**config.mk**
```make
export PLATFORM = sky130hd
export DESIGN_NAME = uart_tx_arbiter
export DESIGN_NICKNAME = d
export VERILOG_FILES = /design/src/rtl/uart_arb_pkg.sv /design/src/rtl/rr_pick.sv /design/src/rtl/uart_tx_arbiter.sv
export SDC_FILE = /design/constraint.sdc
export NUM_CORES = 1
export LEC_CHECK = 0
export CAP_MARGIN = 20
export CORE_MARGIN = 2
export CORE_UTILIZATION = 30
export CTS_BUF_LIST = sky130_fd_sc_hd__clkbuf_8
export CTS_CLUSTER_SIZE = 25
export DETAILED_ROUTE_END_ITERATION = 7
export SLEW_MARGIN = 20
export SYNTH_ARGS = -nofsm -noshare
export SYNTH_HDL_FRONTEND = slang
export SYNTH_HIERARCHICAL = 1
export SYNTH_SLANG_ARGS = --single-unit
```
**constraint.sdc**
```tcl
create_clock -name clk -period 6.2 [get_ports clk]
set_clock_uncertainty 0.1 [all_clocks]
set_input_delay 1.86 -clock clk [delete_from_list [all_inputs] [get_ports clk]]
set_output_delay 1.86 -clock clk [all_outputs]
set_load 0.03 [all_outputs]
```
**src/rtl/uart_arb_pkg.sv**
```systemverilog
// Shared state encoding, default sizing and a constant-foldable clog2 for the UART transmit arbiter.
package uart_arb_pkg;

  typedef enum logic [1:0] {
    IDLE  = 2'd0,
    LOAD  = 2'd1,
    GUARD = 2'd2,
    DRAIN = 2'd3
  } arb_state_t;

  localparam int DEF_N_REQ        = 4;
  localparam int DEF_LOCK_TIMEOUT = 1024;

  function automatic int clog2(input int value);
    int r;
    r = 0;
    for (int p = 1; p < value; p = p * 2) r++;
    return r;
  endfunction

endpackage

```
**src/rtl/rr_pick.sv**
```systemverilog
// Combinational requester pick: a held lock pins the owner, otherwise the first request after i_last.
// Zero latency; o_sel is one-hot or all-zero when nothing is requested and no lock is held.
module rr_pick #(
  parameter int N_REQ = 4,
  parameter int IW    = 2
) (
  input  logic [N_REQ-1:0] i_req,
  input  logic [IW-1:0]    i_last,
  input  logic             i_lock,
  input  logic [IW-1:0]    i_owner,
  output logic [N_REQ-1:0] o_sel,
  output logic [IW-1:0]    o_idx
);

  logic          w_found;
  logic [IW-1:0] w_j;

  always_comb begin
    o_sel   = '0;
    o_idx   = i_last;
    w_found = 1'b0;
    w_j     = '0;
    if (i_lock) begin
      o_sel[i_owner] = 1'b1;
      o_idx          = i_owner;
    end else begin
      // Walk i_last+1 .. i_last+N_REQ so the previous winner is checked last.
      for (int k = 1; k <= N_REQ; k++) begin
        w_j = IW'((int'(i_last) + k) % N_REQ);
        if (!w_found && i_req[w_j]) begin
          w_found    = 1'b1;
          o_sel[w_j] = 1'b1;
          o_idx      = w_j;
        end
      end
    end
  end

endmodule

```
**src/rtl/uart_tx_arbiter.sv**
```systemverilog
// Arbitrates N_REQ byte streams onto one UART engine with packet locking and an idle-lock timeout.
// tx_wr follows a handshake by one cycle; req_ready is held low outside IDLE and while tx_busy is high.
module uart_tx_arbiter
  import uart_arb_pkg::*;
#(
  parameter int N_REQ        = DEF_N_REQ,
  parameter int LOCK_TIMEOUT = DEF_LOCK_TIMEOUT
) (
  input  logic                    clk,
  input  logic                    reset,
  input  logic [N_REQ-1:0]        req_valid,
  input  logic [8*N_REQ-1:0]      req_data,
  input  logic [N_REQ-1:0]        req_last,
  output logic [N_REQ-1:0]        req_ready,
  output logic [clog2(N_REQ)-1:0] grant_id,
  output logic                    locked,
  output logic                    lock_drop,
  output logic [7:0]              tx_data,
  output logic                    tx_wr,
  input  logic                    tx_busy
);

  localparam int IW = clog2(N_REQ);
  localparam int CW = clog2(LOCK_TIMEOUT) + 1;
  localparam logic [CW-1:0] TO_LAST = CW'(LOCK_TIMEOUT - 1);

  arb_state_t       r_state;
  arb_state_t       w_state_nxt;
  logic [7:0]       r_tx_data;
  logic [IW-1:0]    r_grant_id;
  logic             r_locked;
  logic             r_lock_drop;
  logic [CW-1:0]    r_cnt;

  logic [N_REQ-1:0] w_sel;
  logic [IW-1:0]    w_idx;
  logic [N_REQ-1:0] w_ready;
  logic             w_tx_wr;
  logic             w_hs;
  logic [7:0]       w_hs_data;
  logic             w_hs_last;
  logic             w_owner_idle;

  // grant_id doubles as the lock owner: a lock is only ever taken by the last winner.
  rr_pick #(
    .N_REQ (N_REQ),
    .IW    (IW)
  ) u_pick (
    .i_req   (req_valid),
    .i_last  (r_grant_id),
    .i_lock  (r_locked),
    .i_owner (r_grant_id),
    .o_sel   (w_sel),
    .o_idx   (w_idx)
  );

  always_comb begin
    w_hs_data = '0;
    w_hs_last = 1'b0;
    for (int i = 0; i < N_REQ; i++) begin
      if (w_sel[i]) begin
        w_hs_data = req_data[8*i +: 8];
        w_hs_last = req_last[i];
      end
    end
  end

  always_ff @(posedge clk) begin
    if (reset) r_state <= IDLE;
    else       r_state <= w_state_nxt;
  end

  always_comb begin
    w_state_nxt = r_state;
    w_ready     = '0;
    w_tx_wr     = 1'b0;
    case (r_state)
      IDLE: begin
        if (!tx_busy && !reset) w_ready = w_sel;
        if (|(req_valid & w_ready)) w_state_nxt = LOAD;
      end
      LOAD: begin
        w_tx_wr     = 1'b1;
        w_state_nxt = GUARD;
      end
      GUARD: w_state_nxt = DRAIN;
      DRAIN: if (!tx_busy) w_state_nxt = IDLE;
      default: w_state_nxt = IDLE;
    endcase
  end

  assign w_hs         = |(req_valid & w_ready);
  assign w_owner_idle = r_locked && (r_state == IDLE) && !req_valid[r_grant_id];

  always_ff @(posedge clk) begin
    if (reset) begin
      r_tx_data   <= '0;
      r_grant_id  <= IW'(N_REQ - 1);
      r_locked    <= 1'b0;
      r_lock_drop <= 1'b0;
      r_cnt       <= '0;
    end else begin
      r_lock_drop <= 1'b0;
      if (w_hs) begin
        r_tx_data  <= w_hs_data;
        r_grant_id <= w_idx;
        r_locked   <= !w_hs_last;
        r_cnt      <= '0;
      end else if (w_owner_idle) begin
        // grant_id is kept on a drop so the search resumes just past the stalled owner.
        if (r_cnt == TO_LAST) begin
          r_locked    <= 1'b0;
          r_lock_drop <= 1'b1;
          r_cnt       <= '0;
        end else begin
          r_cnt <= r_cnt + 1'b1;
        end
      end
    end
  end

  assign req_ready = w_ready;
  assign tx_wr     = w_tx_wr;
  assign tx_data   = r_tx_data;
  assign grant_id  = r_grant_id;
  assign locked    = r_locked;
  assign lock_drop = r_lock_drop;

endmodule

```
Word-level counts from Yosys, hierarchy flattened:

Cells that the tools add are included.

* register bits: 25
* bits in latches: 0
* memory bits (writable): 0
* memory bits (read-only): 0
* bits of input ports: 43
* output and inout bits: 17
* logic and storage cells: 121
* memories kept: 0

* add/subtract/negate cells: 5
* $mul: 0
* div/mod/pow operators: 0
* magnitude comparators: 10
* equal/unequal tests: 6
* shifts and indexed selects: 0
* multiplexer cells: 58
* bitwise operators: 7
* reduce and logical (&&, ||, !) cells: 29

Operator list (number)
* 4-bit 2-to-1 mux: 11
* 8-bit 2-to-1 mux: 4
* 1-bit 2-to-1 mux: 25
* 2-bit by 3-bit < comparator with 1-bit output (second input constant): 5
* 2-bit 2-to-1 mux: 6
* 4-bit bitwise OR: 3
* 11-bit by 1-bit adder with 11-bit output (second input constant): 1
* 11-bit by 10-bit equality test with 1-bit output (second input constant): 1
* 1-bit logical AND: 11
* 11-bit 2-to-1 mux: 1
* 1-bit binary-select mux with 2-bit select: 5
* 1-bit demux with 2-bit select: 5
* 2-bit by 1-bit >= comparator with 1-bit output (second input constant): 5
* 4-bit AND: 2
* 2-bit one-hot mux with 4 select lines: 1
* 4-bit OR reduction: 2
* 1-bit logical NOT: 7
* 6-bit OR reduction: 1
* 5-bit OR reduction: 1
* 2-bit by 1-bit adder with 2-bit output (second input constant): 2
* 2-bit adder (second input constant): 2
* 2-bit equality test (second input constant): 2
* 2-bit != test (second input constant): 2
* 2-bit AND reduction: 2
* other kinds (6): 8

Logic depth before layout (Yosys ltp):

* depth in word-level cells: 24
* depth in mapped cells: 14
* gate-level depth less buffers: 10

Modules after synthesis:

The synthesis kept the hierarchy.

Modules (own cells, without submodules)
* uart_tx_arbiter: instances 1, cells an instance 176, area an instance 1498.9 sq um, seq. area each 500.5 sq um
* rr_pick: instances 1, cells an instance 76, area an instance 676.9 sq um, seq. area each 0.0 sq um

Worst setup path after synthesis:

OpenSTA, ideal clock, no wires.

* path kind: input to output
* start point: in req_valid[2]
* end point: out req_ready[3]
* arrival: 3.945 ns
* data required time: 4.240 ns
* path slack: 0.295 ns
* stages on the path: 8
* buffers on the path: 3
* path through: mux4_2 -> or2_0 -> buf_6 -> nor3_4 -> o2bb2ai_1 -> clkbuf_1 -> clkbuf_1 -> and2_1

* cells in the longest elaborated chain, start to end: 19
* elaborated cells between the ends (all ways): 34
* classes of those cells: mux: 25; bitwise: 3; reduce/logical: 6

Ends and longest elaborated chain
* start, declared: line uart_tx_arbiter.sv:11 `input logic [N_REQ-1:0] req_valid,`
* 1-bit binary-select mux with 2-bit select: line rr_pick.sv:30 `if (!w_found && i_req[w_j]) begin`
* 1-bit 2-to-1 mux (implied by the code): line rr_pick.sv:30
* 1-bit 2-to-1 mux: line rr_pick.sv:30
* 1-bit 2-to-1 mux: line rr_pick.sv:23 `if (i_lock) begin`
* 1-bit logical NOT: line rr_pick.sv:30
* 1-bit logical AND: line rr_pick.sv:30
* 1-bit 2-to-1 mux: line rr_pick.sv:30
* 1-bit 2-to-1 mux: line rr_pick.sv:23
* [... 3 more ...]
* 1-bit 2-to-1 mux: line rr_pick.sv:23
* 1-bit logical NOT: line rr_pick.sv:30
* 1-bit logical AND: line rr_pick.sv:30
* 4-bit 2-to-1 mux *: line rr_pick.sv:30
* 4-bit 2-to-1 mux *: line rr_pick.sv:23
* named net w_sel[3]: line uart_tx_arbiter.sv:35 `logic [N_REQ-1:0] w_sel;`
* 4-bit 2-to-1 mux *: line uart_tx_arbiter.sv:79 `if (!tx_busy && !reset) w_ready = w_sel;`
* 4-bit 2-to-1 mux * (2 in series): line uart_tx_arbiter.sv:77 `case (r_state)`
* end, declared: line uart_tx_arbiter.sv:14 `output logic [N_REQ-1:0] req_ready,`

The timed path passes the listed nets; every way through them passes the cells marked *. The select of a mux whose other input is x is not followed.

Worst setup path after layout:

* start point: in req_valid[2]
* end point: out req_ready[2]

Same word-level chain as after synthesis.

==> impl_metrics.env <==
export IMPL_fin_hold_ws_ps=364.8
export IMPL_yosysUniqueCellTypes=60
export IMPL_wl_per_cell_um=13.70
export IMPL_synthCells=252
export IMPL_max_cap_violations=0
export IMPL_syn_avg_cell_area_um2=8.634
export IMPL_synth_yosys_seq_area_share_pct=23.00
export IMPL_p_leak_nw=1.072
export IMPL_grt_pass1_vias=1859
export IMPL_worstRegToRegCells=12
export IMPL_hold_depth=2
export IMPL_path_class="in2out"
export IMPL_pre_cts_slack_ps=264.2
export IMPL_final_cells=404
export IMPL_grt_max_degree=31
export IMPL_ctsHoldBuffers=0
export IMPL_post_route_period_util_pct=95.99
export IMPL_cts_buffer_depth=2
export IMPL_core_area_um2=7137
export IMPL_post_cts_resized=0
export IMPL_async_reset_ff_share_pct=0
export IMPL_final_setup_viol_count=0
export IMPL_hold_path_class="reg2reg"
export IMPL_drc_errors=0
export IMPL_slew_violations=0
export IMPL_crit_arrival_ps=3990
export IMPL_timing_fmax_mhz=168.0
export IMPL_endpoint_kind="output port"
export IMPL_crit_fanout=6
export IMPL_syn_area_um2=2176
export IMPL_synth_nets=309
export IMPL_cpPeakStageDelay_ps=540
export IMPL_min_period_ps=5952
export IMPL_gr_total_overflow=0
export IMPL_h_tree_depth=1
export IMPL_final_util_pct=40.55
export IMPL_dieHeight_um=89.17
export IMPL_cts_tree="built"
export IMPL_n_antenna_cell=0
export IMPL_wl_met3_um=256
export IMPL_yosys_warnings=6
export IMPL_grt_setup_unrepaired="no"
export IMPL_synth_edf_count=0
export IMPL_rows=31
export IMPL_synthFlopType="dfxtp_1"
export IMPL_status="completed"
export IMPL_crit_chain="clkdlybuf4s50_1 > mux4_2 > or2_0 > nor3_4 > o2bb2ai_1 > and2_1 > buf_4"
export IMPL_grt_pass1_wl_um=8652
export IMPL_met2_length_um=2561
export IMPL_finish_net_count=363
export IMPL_drive_above_1_share_pct=11.48
export IMPL_top_layer="met4"
export IMPL_grt_util_all_layers_pct=13.55
export IMPL_path_clk_slew_ps=80
export IMPL_hpwl_um=4051
export IMPL_worst_pin_slew_ps=831.4
export IMPL_ant_nets=0
export IMPL_slew_headroom_pct=44.57
export IMPL_antenna_found_initial=0
export IMPL_gp_congestion=0.7829
export IMPL_critPathLaunchType="primary input"
export IMPL_clk_root_buffer_cell="clkbuf_8"
export IMPL_cts_buffers=3
export IMPL_fill_cells=743
export IMPL_dieArea_um2=7950
export IMPL_place_port_buffers=59
export IMPL_setup_ws_ps=248.4
export IMPL_ir_drop_mv=0.1393
export IMPL_slowest_stage="mux4_2"
export IMPL_routed_via_count=2105
export IMPL_clk_latency_ps=260
export IMPL_setup_tns_ps=0
export IMPL_start_util_pct=30.49
export IMPL_vias_per_cell=5.210
export IMPL_drt_iter0_markers=84
export IMPL_syn2layout_area_growth_pct=33.01
export IMPL_drt_total_wl_um=5536
export IMPL_ys_ff_latch=25
export IMPL_place_inst=400
export IMPL_die_width_um=89.17
export IMPL_cts_sinks=25
export IMPL_drt_met1_wl_um=2679
export IMPL_first_pass_iters=4
export IMPL_post_cts_buffers=0
export IMPL_powerDensity_nw_per_um2=321.5
export IMPL_cp_data_required_time_ps=4240
export IMPL_hold_viol_final=0
export IMPL_io_pin_count=60
## cells in the final DEF (no fill, tap or decap), types with 2 or more instances in the layout
master / instances
clkdlybuf4s50_1: 55
dfxtp_1: 25
buf_4: 16
nor3_1: 15
nor2b_1: 15
ha_1: 14
a221oi_1: 13
nand2_1: 13
inv_1: 12
nor2_1: 12
o311a_1: 8
o31ai_1: 7
nand3_1: 7
o21ai_0: 7
mux2i_1: 6
a21oi_1: 6
and2_1: 5
a211oi_1: 5
o2bb2ai_1: 5
or4_1: 4
a31oi_1: 3
or3_1: 3
clkbuf_8: 3
mux4_2: 3
a22oi_1: 2
o21a_1: 2
a21boi_0: 2
nand4_1: 2
o41ai_1: 2
a211o_1: 2
mux2_2: 2
## final cells by class
class | instances | area, um2 | area share [%]
multi-input combinational | 194 | 1513 | 52.27
sequential | 25 | 500.5 | 17.29
tap | 99 | 123.9 | 4.280
clock inverter | 1 | 3.754 | 0.1297
clock buffer | 3 | 41.29 | 1.427
inverter | 11 | 41.29 | 1.427
timing repair buffer | 71 | 670.6 | 23.17
## report_power, final
part	internal (mW)	switching (mW)
Sequential	0.184	0.0200
Clock	0.0442	0.0481
Combinational	0.273	0.361
## flip-flops by register name, summed over array words and instances (netlist names)
| register | cells |
|---|---|
| r_cnt | 11 |
| tx_data | 8 |
| grant_id | 2 |
| r_state | 2 |
| lock_drop | 1 |
| locked | 1 |
## cell families (layout without fill, tap and decap cells)
group / after synthesis / after routing / share of synthesized area (%)
flip-flops: 25 / 25 / 23.00
AND/OR/NAND/NOR: 93 / 93 / 25.07
XOR/XNOR: 1 / 1 / 0.4026
buffers and inverters: 33 / 86 / 7.475
adder cells (fa/ha/maj): 14 / 14 / 8.051
multiplexers: 12 / 12 / 8.108
AO/OA/AOI/OAI: 74 / 74 / 27.89
## critical path: cells and delay by family
family	cells	cell delay, ps
AOI/OAI and AO/OA	1	180
buffers and inverters	2	560
muxes	1	540
and+or+nand+nor	3	860
## final timing paths
check / slack, ps / endpoint / start
worst max-delay path: 250 / req_ready[2] / req_valid[2]
worst min-delay path: 360 / r_cnt[10] / r_cnt[10]
worst max register to register: 1970 / locked / grant_id[1]
worst min register to register: 360 / r_cnt[10] / r_cnt[10]
## synth_stat cells (3+ instances only)
master	number	area, um2
a211oi_1	5	37.54
a21oi_1	6	30.03
a221oi_1	13	113.9
a31oi_1	3	18.77
and2_1	5	31.28
buf_2	7	35.03
buf_6	4	45.04
clkbuf_1	11	41.29
dfxtp_1	25	500.5
ha_1	14	175.2
inv_1	11	41.29
mux2i_1	6	60.06
mux4_2	3	67.56
nand2_1	13	48.80
nand3_1	7	35.03
nor2_1	12	45.04
nor2b_1	15	93.84
nor3_1	15	75.07
o21ai_0	7	35.03
o2bb2ai_1	5	43.79
o311a_1	8	80.08
o31ai_1	7	52.55
or3_1	3	18.77
or4_1	4	30.03
## layer usage
layer,vias to the layer above,GRT usage [%]
met5,-,0
met4,0,3.256
met3,2,2.493
met2,48,21.89
met1,979,18.75
li1,1076,-
## metrics by stage
stage / total power, mW / cell area, um2
after CTS: 0.9381 / 2894
after floorplan: 0.6640 / 2176
after global routing: 1.008 / 2894
after global placement: 0.8409 / 2849
final: 0.9303 / 2894
after detailed placement: 0.8412 / 2849
(Power assumes the default switching activity.)
